$ cat config.mk
export PLATFORM = sky130hd
export DESIGN_NAME = stream_demux
export DESIGN_NICKNAME = d
export VERILOG_FILES = /design/src/rtl/stream_demux_pkg.sv /design/src/rtl/demux_out_reg.sv /design/src/rtl/stream_demux.sv
export SDC_FILE = /design/constraint.sdc
export NUM_CORES = 1
export LEC_CHECK = 0
export ABC_AREA = 1
export BUFFER_PORTS_ARGS = -buffer_cell sky130_fd_sc_hd__buf_2
export CAP_MARGIN = 10
export CORE_ASPECT_RATIO = 1.5
export CORE_MARGIN = 2
export CORE_UTILIZATION = 47
export CTS_CLUSTER_DIAMETER = 200
export DETAILED_ROUTE_END_ITERATION = 8
export HOLD_SLACK_MARGIN = 0.12
export PLACE_DENSITY = 0.74
export SYNTH_ARGS = -nofsm -noshare
export SYNTH_HDL_FRONTEND = slang
export SYNTH_SLANG_ARGS = --single-unit
$ cat constraint.sdc
create_clock -name clk -period 1.5 [get_ports clk]
set_clock_uncertainty 0.1 [all_clocks]
set_input_delay 0.075 -clock clk [delete_from_list [all_inputs] [get_ports clk]]
set_output_delay 0.075 -clock clk [all_outputs]
set_load 0.01 [all_outputs]
$ cat src/rtl/stream_demux_pkg.sv
// Shared types for the stream demultiplexer: FSM state encoding and counter width.
package stream_demux_pkg;

    typedef enum logic [1:0] {
        ST_IDLE = 2'd0,
        ST_PASS = 2'd1,
        ST_DROP = 2'd2
    } state_t;

    localparam int DROP_CNT_W = 8;

endpackage

$ cat src/rtl/demux_out_reg.sv
// One-entry output register for a demux channel; a load in the same cycle as a drain
// keeps the channel valid so a streaming packet runs at one beat per cycle.
module demux_out_reg #(
    parameter int DATA_W = 8
) (
    input  logic              clk,
    input  logic              rst,
    input  logic              load,
    input  logic [DATA_W-1:0] d_data,
    input  logic              d_last,
    input  logic              m_ready,
    output logic              m_valid,
    output logic [DATA_W-1:0] m_data,
    output logic              m_last,
    output logic              free
);

    assign free = !m_valid || m_ready;

    always_ff @(posedge clk) begin
        if (rst) begin
            m_valid <= 1'b0;
            m_data  <= '0;
            m_last  <= 1'b0;
        end else if (load) begin
            m_valid <= 1'b1;
            m_data  <= d_data;
            m_last  <= d_last;
        end else if (m_ready) begin
            m_valid <= 1'b0;
        end
    end

endmodule

$ cat src/rtl/stream_demux.sv
// 1-to-N packet demultiplexer: destination is latched on the first beat and held until
// s_last; packets addressed beyond the last channel are swallowed and counted.
module stream_demux
    import stream_demux_pkg::*;
#(
    parameter  int N_OUT  = 4,
    parameter  int DATA_W = 8,
    localparam int SEL_W  = (N_OUT > 2) ? $clog2(N_OUT) : 1
) (
    input  logic                    clk,
    input  logic                    rst,
    input  logic                    s_valid,
    output logic                    s_ready,
    input  logic [DATA_W-1:0]       s_data,
    input  logic [SEL_W-1:0]        s_sel,
    input  logic                    s_last,
    output logic [N_OUT-1:0]        m_valid,
    input  logic [N_OUT-1:0]        m_ready,
    output logic [N_OUT*DATA_W-1:0] m_data,
    output logic [N_OUT-1:0]        m_last,
    output logic [DROP_CNT_W-1:0]   drop_cnt
);

    localparam logic [SEL_W:0] N_OUT_V = (SEL_W + 1)'(N_OUT);

    state_t           state;
    logic [SEL_W-1:0] cur_sel;
    logic [N_OUT-1:0] free;
    logic [N_OUT-1:0] load;
    logic             sel_ok;
    logic             accept;
    logic             tgt_en;
    logic [SEL_W-1:0] tgt_sel;

    function automatic logic [DROP_CNT_W-1:0] sat_inc(input logic [DROP_CNT_W-1:0] v);
        return (&v) ? v : v + 1'b1;
    endfunction

    assign sel_ok = ({1'b0, s_sel} < N_OUT_V);

    // s_ready never looks at s_valid, so there is no valid->ready loop upstream.
    always_comb begin
        s_ready = 1'b0;
        case (state)
            ST_IDLE: s_ready = sel_ok ? free[s_sel] : 1'b1;
            ST_PASS: s_ready = free[cur_sel];
            ST_DROP: s_ready = 1'b1;
            default: s_ready = 1'b0;
        endcase
    end

    assign accept  = s_valid && s_ready;
    assign tgt_en  = accept && (((state == ST_IDLE) && sel_ok) || (state == ST_PASS));
    assign tgt_sel = (state == ST_PASS) ? cur_sel : s_sel;

    always_ff @(posedge clk) begin
        if (rst) begin
            state    <= ST_IDLE;
            cur_sel  <= '0;
            drop_cnt <= '0;
        end else if (accept) begin
            case (state)
                ST_IDLE: begin
                    if (sel_ok) begin
                        cur_sel <= s_sel;
                        if (!s_last) state <= ST_PASS;
                    end else begin
                        drop_cnt <= sat_inc(drop_cnt);
                        if (!s_last) state <= ST_DROP;
                    end
                end
                ST_PASS, ST_DROP: begin
                    if (s_last) state <= ST_IDLE;
                end
                default: state <= ST_IDLE;
            endcase
        end
    end

    for (genvar k = 0; k < N_OUT; k++) begin : g_ch
        assign load[k] = tgt_en && (tgt_sel == SEL_W'(k));

        demux_out_reg #(.DATA_W(DATA_W)) u_reg (
            .clk     (clk),
            .rst     (rst),
            .load    (load[k]),
            .d_data  (s_data),
            .d_last  (s_last),
            .m_ready (m_ready[k]),
            .m_valid (m_valid[k]),
            .m_data  (m_data[k*DATA_W +: DATA_W]),
            .m_last  (m_last[k]),
            .free    (free[k])
        );
    end

endmodule

Word level (Yosys, flattened, before mapping)
Index checks and enable logic that the tools add are counted.

storage, ports and cells
  register bits = 44
  output and inout port bits = 49
  logic and storage cells = 64
  input port bits = 18

cells by class
  multiplexer cells = 17
  $lt $le $gt $ge = 2
  equality and inequality tests = 7
  reduce and logical (&&, ||, !) cells = 24

operators with widths
  operator                                                    count
  2-to-1 mux 1 bit                                            10
  nonzero test 2 bit                                          4
  == test 2 bit, second input constant                        3
  logical AND 1 bit                                           6
  less-than comparator 2 x 3 -> 1 bit, second input constant  2
  2-to-1 mux 2 bit                                            3
  logical OR 1 bit                                            5
  binary-select mux 1 bit (select 2 bit)                      2
  == test 2 x 1 -> 1 bit, second input constant               2
  zero test 1 bit                                             4
  zero test 2 bit                                             2
  != test 2 bit, second input constant                        2
  case mux 2 bit (2 select lines)                             1
  case mux 1 bit (3 select lines)                             1
  AND reduction 3 bit                                         1
  AND reduction 2 bit                                         1
  OR reduction 2 bit                                          1

Longest topological paths before layout
Gate-level depths: netlist (run 1).

  depth in word-level cells = 9
  gate-level depth with buffers = 11
  mapped depth without buffers = 10

Cells and area by module
Synthesis (run 1) repeated with hierarchy kept, for this count alone.

unflattened totals
  cells, all modules = 234
  area, all modules = 1779.2 sq um

by module, submodules not included
  module         instances  seq. area each (sq um)  area an instance (sq um)  cells each
  demux_out_reg  4          200.2                   352.8                     43
  stream_demux   1          60.1                    367.9                     62

Worst setup path after synthesis (run 1)
OpenSTA, ideal clock, no wires.

  path kind = register to register
  start = register state[0]
  end = register g_ch[2].u_reg.m_data[0]
  period minus slack after synthesis = 1.411 ns
  data required time = 1.336 ns
  stages on the path, launching flop included = 9
  buffers on the path = 0
  arrival = 1.247 ns
  library setup time = 0.064 ns
  setup slack = 0.089 ns
  path through = dfxtp_1 nand2_1 o21ai_2 inv_2 nor2_4 nand3_4 nand2_1 inv_1 nor2_1

on the way
  word-level cells in the longest chain between the ends = 5
  elaborated cells on any way between the ends = 10
  classes of those cells = eq/ne (3); mux (2); reduce/logical (5)

RTL lines
  item                                         line                 RTL
  from (decl)                                  stream_demux.sv:26   state_t state;
  from (signal assigned)                       stream_demux.sv:58   state <= ST_IDLE;
  from (signal assigned)                       stream_demux.sv:66   if (!s_last) state <= ST_PASS;
  from (signal assigned)                       stream_demux.sv:69   if (!s_last) state <= ST_DROP;
  == test 2 bit, or another cell as far along  stream_demux.sv:44   case (state)
  case mux 1 bit (3 select lines)              stream_demux.sv:44
  logical AND 1 bit                            stream_demux.sv:52   assign accept = s_valid && s_ready;
  logical AND 1 bit                            stream_demux.sv:53   assign tgt_en = accept && (((state == ST_IDLE) && sel_ok) || (state == ST_PASS));
  logical AND 1 bit (*)                        stream_demux.sv:81   assign load[k] = tgt_en && (tgt_sel == SEL_W'(k));
  to (signal assigned)                         demux_out_reg.sv:27  m_data <= d_data;
  to (decl)                                    demux_out_reg.sv:13  output logic [DATA_W-1:0] m_data,

Every way passes the cells marked *; elsewhere a longest branch is shown, timed or not.
A chain may end at the register's enable or synchronous reset.

Final worst setup path (run 1)
  start = register g_ch[3].u_reg.m_valid
  end = register g_ch[2].u_reg.m_data[5]

on the way
  word-level cells in the longest chain between the ends = 8
  elaborated cells on any way between the ends = 10
  classes of those cells = mux (5); reduce/logical (5)

RTL lines
  item                                                              line                                    RTL
  from (decl)                                                       demux_out_reg.sv:12                     output logic m_valid,
  from (signal assigned)                                            demux_out_reg.sv:22                     m_valid <= 1'b0;
  from (signal assigned)                                            demux_out_reg.sv:26                     m_valid <= 1'b1;
  from (signal assigned)                                            demux_out_reg.sv:30                     m_valid <= 1'b0;
  zero test 1 bit (*)                                               demux_out_reg.sv:18                     assign free = !m_valid || m_ready;
  logical OR 1 bit (*)                                              demux_out_reg.sv:18
  binary-select mux 1 bit (select 2 bit), on equally long branches  stream_demux.sv:46, stream_demux.sv:45
  2-to-1 mux 1 bit, on equally long branches                        stream_demux.sv:46, stream_demux.sv:45
  case mux 1 bit (3 select lines) (*)                               stream_demux.sv:44
  logical AND 1 bit (*)                                             stream_demux.sv:52
  logical AND 1 bit (*)                                             stream_demux.sv:53
  logical AND 1 bit (*)                                             stream_demux.sv:81

Every way passes the cells marked *; elsewhere a longest branch is shown, timed or not. The select of a mux whose other input is x is not followed.

==> results.sh, run 1 <==
export IMPL_status="finished with violations"
export IMPL_violations="negative setup slack"
export IMPL_rsz0062_at_grt="yes"
export IMPL_syn_inst=354
export IMPL_ys_warn_count=0
export IMPL_via_per_inst=4.68
export IMPL_die_x_um=61.2
export IMPL_r2r_start="g_ch[3].u_reg.m_valid"
export IMPL_grt_pass1_wl_um=9540
export IMPL_initial_core_util_pct=48.3
export IMPL_drive_gt1_share_pct=32.7
export IMPL_grt_pass1_vias=2201
export IMPL_area_delta_synth_final_pct=35.5
export IMPL_synth_flop_cell="dfxtp_1"
export IMPL_clockRootBuffer="clkbuf_8"
export IMPL_ant_nets=0
export IMPL_max_slew_margin_pct=66.1
export IMPL_synth_area_leader_cell="dfxtp_1"
export IMPL_regToRegEndpoint="g_ch[2].u_reg.m_data[5]"
export IMPL_critPathKind="reg2reg"
export IMPL_layout_nets=457
export IMPL_r2r_slack_ps=-70
export IMPL_overflow=0
export IMPL_drc_errors=0
export IMPL_cts_tree="done"
export IMPL_crit_chain="nand2_2 > nand2_2 > nand3_2 > nand3b_1 > nand2_4 > buf_6 > buf_6 > nand3_4 > nand2_1 > inv_1 > nor2_1"
export IMPL_firstDrtPassIters=4
export IMPL_worstHoldPathType="in2reg"
export IMPL_cts_made_buffers=5
export IMPL_layout_commonest_cell="inv_1"
export IMPL_dp_slack_ps=-45.5
export IMPL_routedWlPerCell_um=11.7
export IMPL_placed_area_um2=2620
export IMPL_holdPathStages=3
export IMPL_netlist_area_um2=2300
export IMPL_reg2reg_depth=11
export IMPL_cp_required_ps=1650
export IMPL_fp_coreArea_um2=4770
export IMPL_grt_max_degree=38
export IMPL_syn_area_per_cell_um2=6.51
export IMPL_min_delay_start="s_valid"
export IMPL_setup_viol=32
export IMPL_setup_tns_final_ps=-1080
export IMPL_dp_hpwl_um=3900
export IMPL_drv_slew=0
export IMPL_fin_util_pct=65.4
export IMPL_worst_slew_pin_slew_ps=508
export IMPL_grt_util_all_layers_pct=22.4
export IMPL_yosysTopAreaCellShare_pct=37.4
export IMPL_place_congestion=0.821
export IMPL_crit_path_end_kind="flop"
export IMPL_clk_pin_slew_worst_paths_ps=80
export IMPL_row_count=31
export IMPL_ys_seq_elements=43
export IMPL_layout_setup_ws_ps=-70.3
export IMPL_routed_wl_um=5930
export IMPL_crit_path_max_fanout=5
export IMPL_worstSetupStartpointType="flop"
export IMPL_fmax_ghz=0.637
export IMPL_slowest_stage="dfxtp_2"
export IMPL_hold_worst_slack_ps=223
export IMPL_holdPathEnd="g_ch[2].u_reg.m_valid"
export IMPL_cts_sinks=43
export IMPL_p_leak_nw=1.67
export IMPL_cts_htree_levels=2
export IMPL_hold_viol=0
export IMPL_portBuffers=58
export IMPL_vias=2370
export IMPL_crit_arrival_ps=1720
export IMPL_drv_cap=0
export IMPL_design_area_um2=3120
export IMPL_final_cell_mix="inv_1 (82), nand2_1 (70), buf_2 (57)"
export IMPL_p_per_area_nw_per_um2=961
export IMPL_drt_initial_drc_count=92
export IMPL_yosysSeqAreaShare_pct=37.4
export IMPL_synthArstFlopShare_pct=0
export IMPL_ir_worst_vdd_mv=0.768
export IMPL_synth_area_leaders="dfxtp_1 (37%), inv_1 (15%), nand2_1 (14%)"
export IMPL_synth_cell_types=23
export IMPL_cts_buffer_depth=2
export IMPL_antenna_cells=0
export IMPL_fin_crit_sh_pct=105
export IMPL_final_min_clock_period_ps=1570
export IMPL_antenna_found_initial=0
export IMPL_insertion_delay_ps=300
export IMPL_die_height_um=89.7
export IMPL_io_pins=67
export IMPL_die_area_um2=5490
export IMPL_critPathMaxStageDelay_ps=330
export IMPL_synth_edf_count=0
worst max path at each step:
| stage | end | depth (start not counted) | start | slack [ps] |
|---|---|---|---|---|
| finish | g_ch[2].u_reg.m_data[5] | 11 | g_ch[3].u_reg.m_valid | -70 |
| global route | g_ch[2].u_reg.m_data[3] | 11 | g_ch[3].u_reg.m_valid | -170 |
| CTS | g_ch[1].u_reg.m_data[4] | 9 | cur_sel[0] | -6 |
| detailed placement | g_ch[0].u_reg.m_data[7] | 8 | state[0] | -50 |
| global placement | g_ch[1].u_reg.m_data[1] | 9 | cur_sel[0] | -30 |
| floorplan | g_ch[2].u_reg.m_data[0] | 8 | state[0] | 90 |
power breakdown:
part | switching [W] | internal, W
Combinational | 0.000558 | 0.000415
Clock | 0.000412 | 0.000319
Sequential | 0.0000563 | 0.00124
worst max-delay path, delay by kind of cell, from the launching register on:
family	cells	cell delay [ps]
DFF	1	330
buffers and inverters	3	300
and+or+nand+nor	8	800
synthesized netlist by cell type, types with 2 or more instances:
cell type,count
buf_4,17
nor2_1,38
inv_1,91
inv_2,2
buf_2,3
clkbuf_1,4
o21ai_2,2
o21ai_0,3
nand4_1,36
dfxtp_1,43
nand3_1,5
nand2_1,87
nand3_4,3
buf_1,4
nor2_4,2
a21oi_1,7
sequential cells by signal (all words and copies together) (netlist names):
name,flops
g_ch.u_reg.m_last,4
g_ch.u_reg.m_data,32
state,1
g_ch.u_reg.m_valid,4
cur_sel,2
per-layer routing:
layer / vias to the layer above / global-route usage [%] / wire, um
met3: 24 / 4.17 / 246
li1: 1214 / - / -
met2: 70 / 36.7 / 3120
met5: - / 0 / 0
met1: 1062 / 26.0 / 2310
met4: 0 / 12.9 / 256
logic make-up after synthesis:
group           share of synthesized area, %
compound gates                          2.93
buf+inv                                 22.9
flops                                   37.4
other cells                            0.163
simple gates                            36.7
area by class of cell:
| class | instances | area (um2) |
|---|---|---|
| Clock buffer | 5 | 68.8 |
| Clock inverter | 3 | 15.0 |
| Fill cell | 444 | 1650 |
| Inverter | 93 | 349 |
| Multi-Input combinational cell | 199 | 1060 |
| Sequential cell | 43 | 870 |
| Tap cell | 66 | 82.6 |
| Timing Repair Buffer | 97 | 672 |
timing repair:
action,4_1_cts,5_1_grt
setup endpoints to repair,38,44
pin swaps,6,20
endpoints found under the hold margin,36,0
cloned,2,1
hold buffers,16,0
buffers inserted,5,7
gates resized for setup,22,33
stage by stage:
step | total power, W | cells
after floorplan | 0.00186 | 361
after global placement | 0.00206 | 469
after detailed placement | 0.00207 | 469
after CTS | 0.00292 | 500
after global routing | 0.00318 | 506
final | 0.00300 | 506
Note: power is estimated with default switching activity, not from simulation.
==> inputs of run 2 (changes only) <==
--- a/config.mk
+++ b/config.mk
@@ -6,15 +6,15 @@
 export NUM_CORES = 1
 export LEC_CHECK = 0
 export ABC_AREA = 1
-export BUFFER_PORTS_ARGS = -buffer_cell sky130_fd_sc_hd__buf_2
 export CAP_MARGIN = 10
 export CORE_ASPECT_RATIO = 1.5
 export CORE_MARGIN = 2
-export CORE_UTILIZATION = 47
+export CORE_UTILIZATION = 56
 export CTS_CLUSTER_DIAMETER = 200
 export DETAILED_ROUTE_END_ITERATION = 8
+export DONT_BUFFER_PORTS = 1
 export HOLD_SLACK_MARGIN = 0.12
-export PLACE_DENSITY = 0.74
+export PLACE_DENSITY = 0.72
 export SYNTH_ARGS = -nofsm -noshare
 export SYNTH_HDL_FRONTEND = slang
 export SYNTH_SLANG_ARGS = --single-unit
==> results.sh, run 2 (synthesis results as in run 1) <==
export IMPL_status="finished with violations"
export IMPL_violations="negative hold slack, negative setup slack"
export IMPL_slowest_stage="dfxtp_2"
export IMPL_final_cells=418
export IMPL_crit_family="simple AND/OR/NAND/NOR gates"
export IMPL_die_area_um2=4650
export IMPL_dp_hpwl_um=3660
export IMPL_io_pins=67
export IMPL_drive_gt1_share_pct=19.0
export IMPL_antenna_cells=0
export IMPL_fmax_ghz=0.633
export IMPL_fin_crit_sh_pct=105
export IMPL_portBuffers=0
export IMPL_crit_buf_inv=2
export IMPL_cts_sinks=43
export IMPL_place_congestion=0.819
export IMPL_clockRootBuffer="clkbuf_8"
export IMPL_ant_nets=0
export IMPL_drv_slew=0
export IMPL_die_height_um=82.6
export IMPL_initial_core_util_pct=58.2
export IMPL_ctsHoldBuffers=8
export IMPL_grt_max_degree=45
export IMPL_worstHoldPathType="in2reg"
export IMPL_drc_errors=0
export IMPL_wl_met1_um=2150
export IMPL_crit_arrival_ps=1410
export IMPL_via_per_inst=5.04
export IMPL_routed_wl_um=5620
export IMPL_die_x_um=56.4
export IMPL_top_layer="met4"
export IMPL_rsz0062_at_grt="yes"
export IMPL_worstSetupStartpointType="flop"
export IMPL_critPathKind="reg2out"
export IMPL_layout_setup_ws_ps=-80.6
export IMPL_clk_pin_slew_worst_paths_ps=80
export IMPL_grt_pass1_vias=1951
export IMPL_grt_pass1_wl_um=8780
export IMPL_area_delta_synth_final_pct=18.5
export IMPL_layout_commonest_cell="inv_1"
export IMPL_final_min_clock_period_ps=1580
export IMPL_drv_cap=0
export IMPL_crit_path_end_kind="primary output"
export IMPL_ir_worst_vdd_mv=0.855
export IMPL_final_cell_mix="inv_1 (90), nand2_1 (77), nor2_1 (37), nand4_1 (36), dfxtp_1 (36)"
export IMPL_hold_viol=41
export IMPL_cp_required_ps=1320
export IMPL_layout_nets=390
export IMPL_antenna_found_initial=0
export IMPL_routedWlPerCell_um=13.4
export IMPL_crit_chain="nand2_2 > nand2_2 > nand3_2 > nand3b_1 > nand2_4 > buf_6 > buf_6"
export IMPL_reg_top3="g_ch.u_reg.m_data x32, g_ch.u_reg.m_last x4, g_ch.u_reg.m_valid x4"
export IMPL_cts_buffer_depth=2
export IMPL_crit_path_max_fanout=6
export IMPL_row_count=28
export IMPL_vias=2105
export IMPL_cts_made_buffers=5
export IMPL_largest_reg_flops=32
export IMPL_cts_htree_levels=2
export IMPL_hold_worst_slack_ps=-148
export IMPL_overflow=0
export IMPL_p_leak_nw=1.36
export IMPL_grt_util_all_layers_pct=24.3
export IMPL_drt_initial_drc_count=85
export IMPL_wl_met3_um=396
export IMPL_fp_coreArea_um2=3960
export IMPL_wl_met2_um=2960
export IMPL_critPathMaxStageDelay_ps=340
export IMPL_p_per_area_nw_per_um2=1040
export IMPL_setup_viol=30
export IMPL_insertion_delay_ps=290
export IMPL_place_inst=396
export IMPL_firstDrtPassIters=4
export IMPL_cts_tree="done"
export IMPL_top_register="g_ch.u_reg.m_data"
## run 2: cell count changes in the layout (fill, tap and decap cells not counted), sizes merged
cell         delta
clkinvlp        +1
nor2            -1
clkbuf          +1
clkinv          -2
nand3           -1
dlygate4sd3     -8
buf            -57
## run 2: worst paths after layout
kind | end | cells past startpoint | slack (ps) | startpoint
min reg2reg | cur_sel[1] | 2 | 430 | cur_sel[1]
min | state[0] | 2 | -150 | s_valid
max reg2reg | g_ch[0].u_reg.m_data[5] | 10 | -70 | g_ch[1].u_reg.m_valid
max | s_ready | 7 | -80 | g_ch[1].u_reg.m_valid
## run 2: layout make-up
cell class / count / area (um2)
clock buffer: 6 / 72.6
clock inverter: 2 / 12.5
fill: 332 / 1230
inverter: 93 / 349
multi-input combinational: 197 / 1040
sequential: 43 / 872
tap: 45 / 56.3
timing repair buffer: 32 / 329
## run 2: routing by layer
layer,global-route usage [%],up-vias
li1,-,1072
met1,26.6,932
met2,44.5,90
met3,6.23,11
met4,10.2,0
met5,0,-
## run 2: metrics by stage
step	area (um2)	TNS, ps	utilization [%]	setup WS, ps	power (W)
after global placement	2390	-270	60.3	-41.2	0.00200
after CTS	2620	-88.1	66.1	-59.0	0.00277
after global routing	2730	-4790	69.0	-174	0.00303
after detailed placement	2390	-844	60.3	-62.5	0.00202
final	2730	-991	69.0	-80.6	0.00285
after floorplan	2330	0	-	89.2	0.00186
## run 2: what timing repair did
| action | in CTS | in global routing |
|---|---|---|
| setup buffers | 3 | 3 |
| gates resized for setup | 11 | 31 |
| cloned | 1 | 0 |
| hold endpoints to repair | 43 | 41 |
| pin swaps | 3 | 10 |
| setup endpoints to repair | 37 | 43 |
## run 2: where the power goes
| part | internal, W | switching [W] | total (W) | leakage [nW] |
|---|---|---|---|---|
| Combinational | 0.000341 | 0.000456 | 0.000797 | 0.962 |
| Clock | 0.000325 | 0.000380 | 0.000705 | 0.0412 |
| Sequential | 0.00124 | 0.000107 | 0.00135 | 0.354 |
| Total | 0.00191 | 0.000944 | 0.00285 | 1.36 |
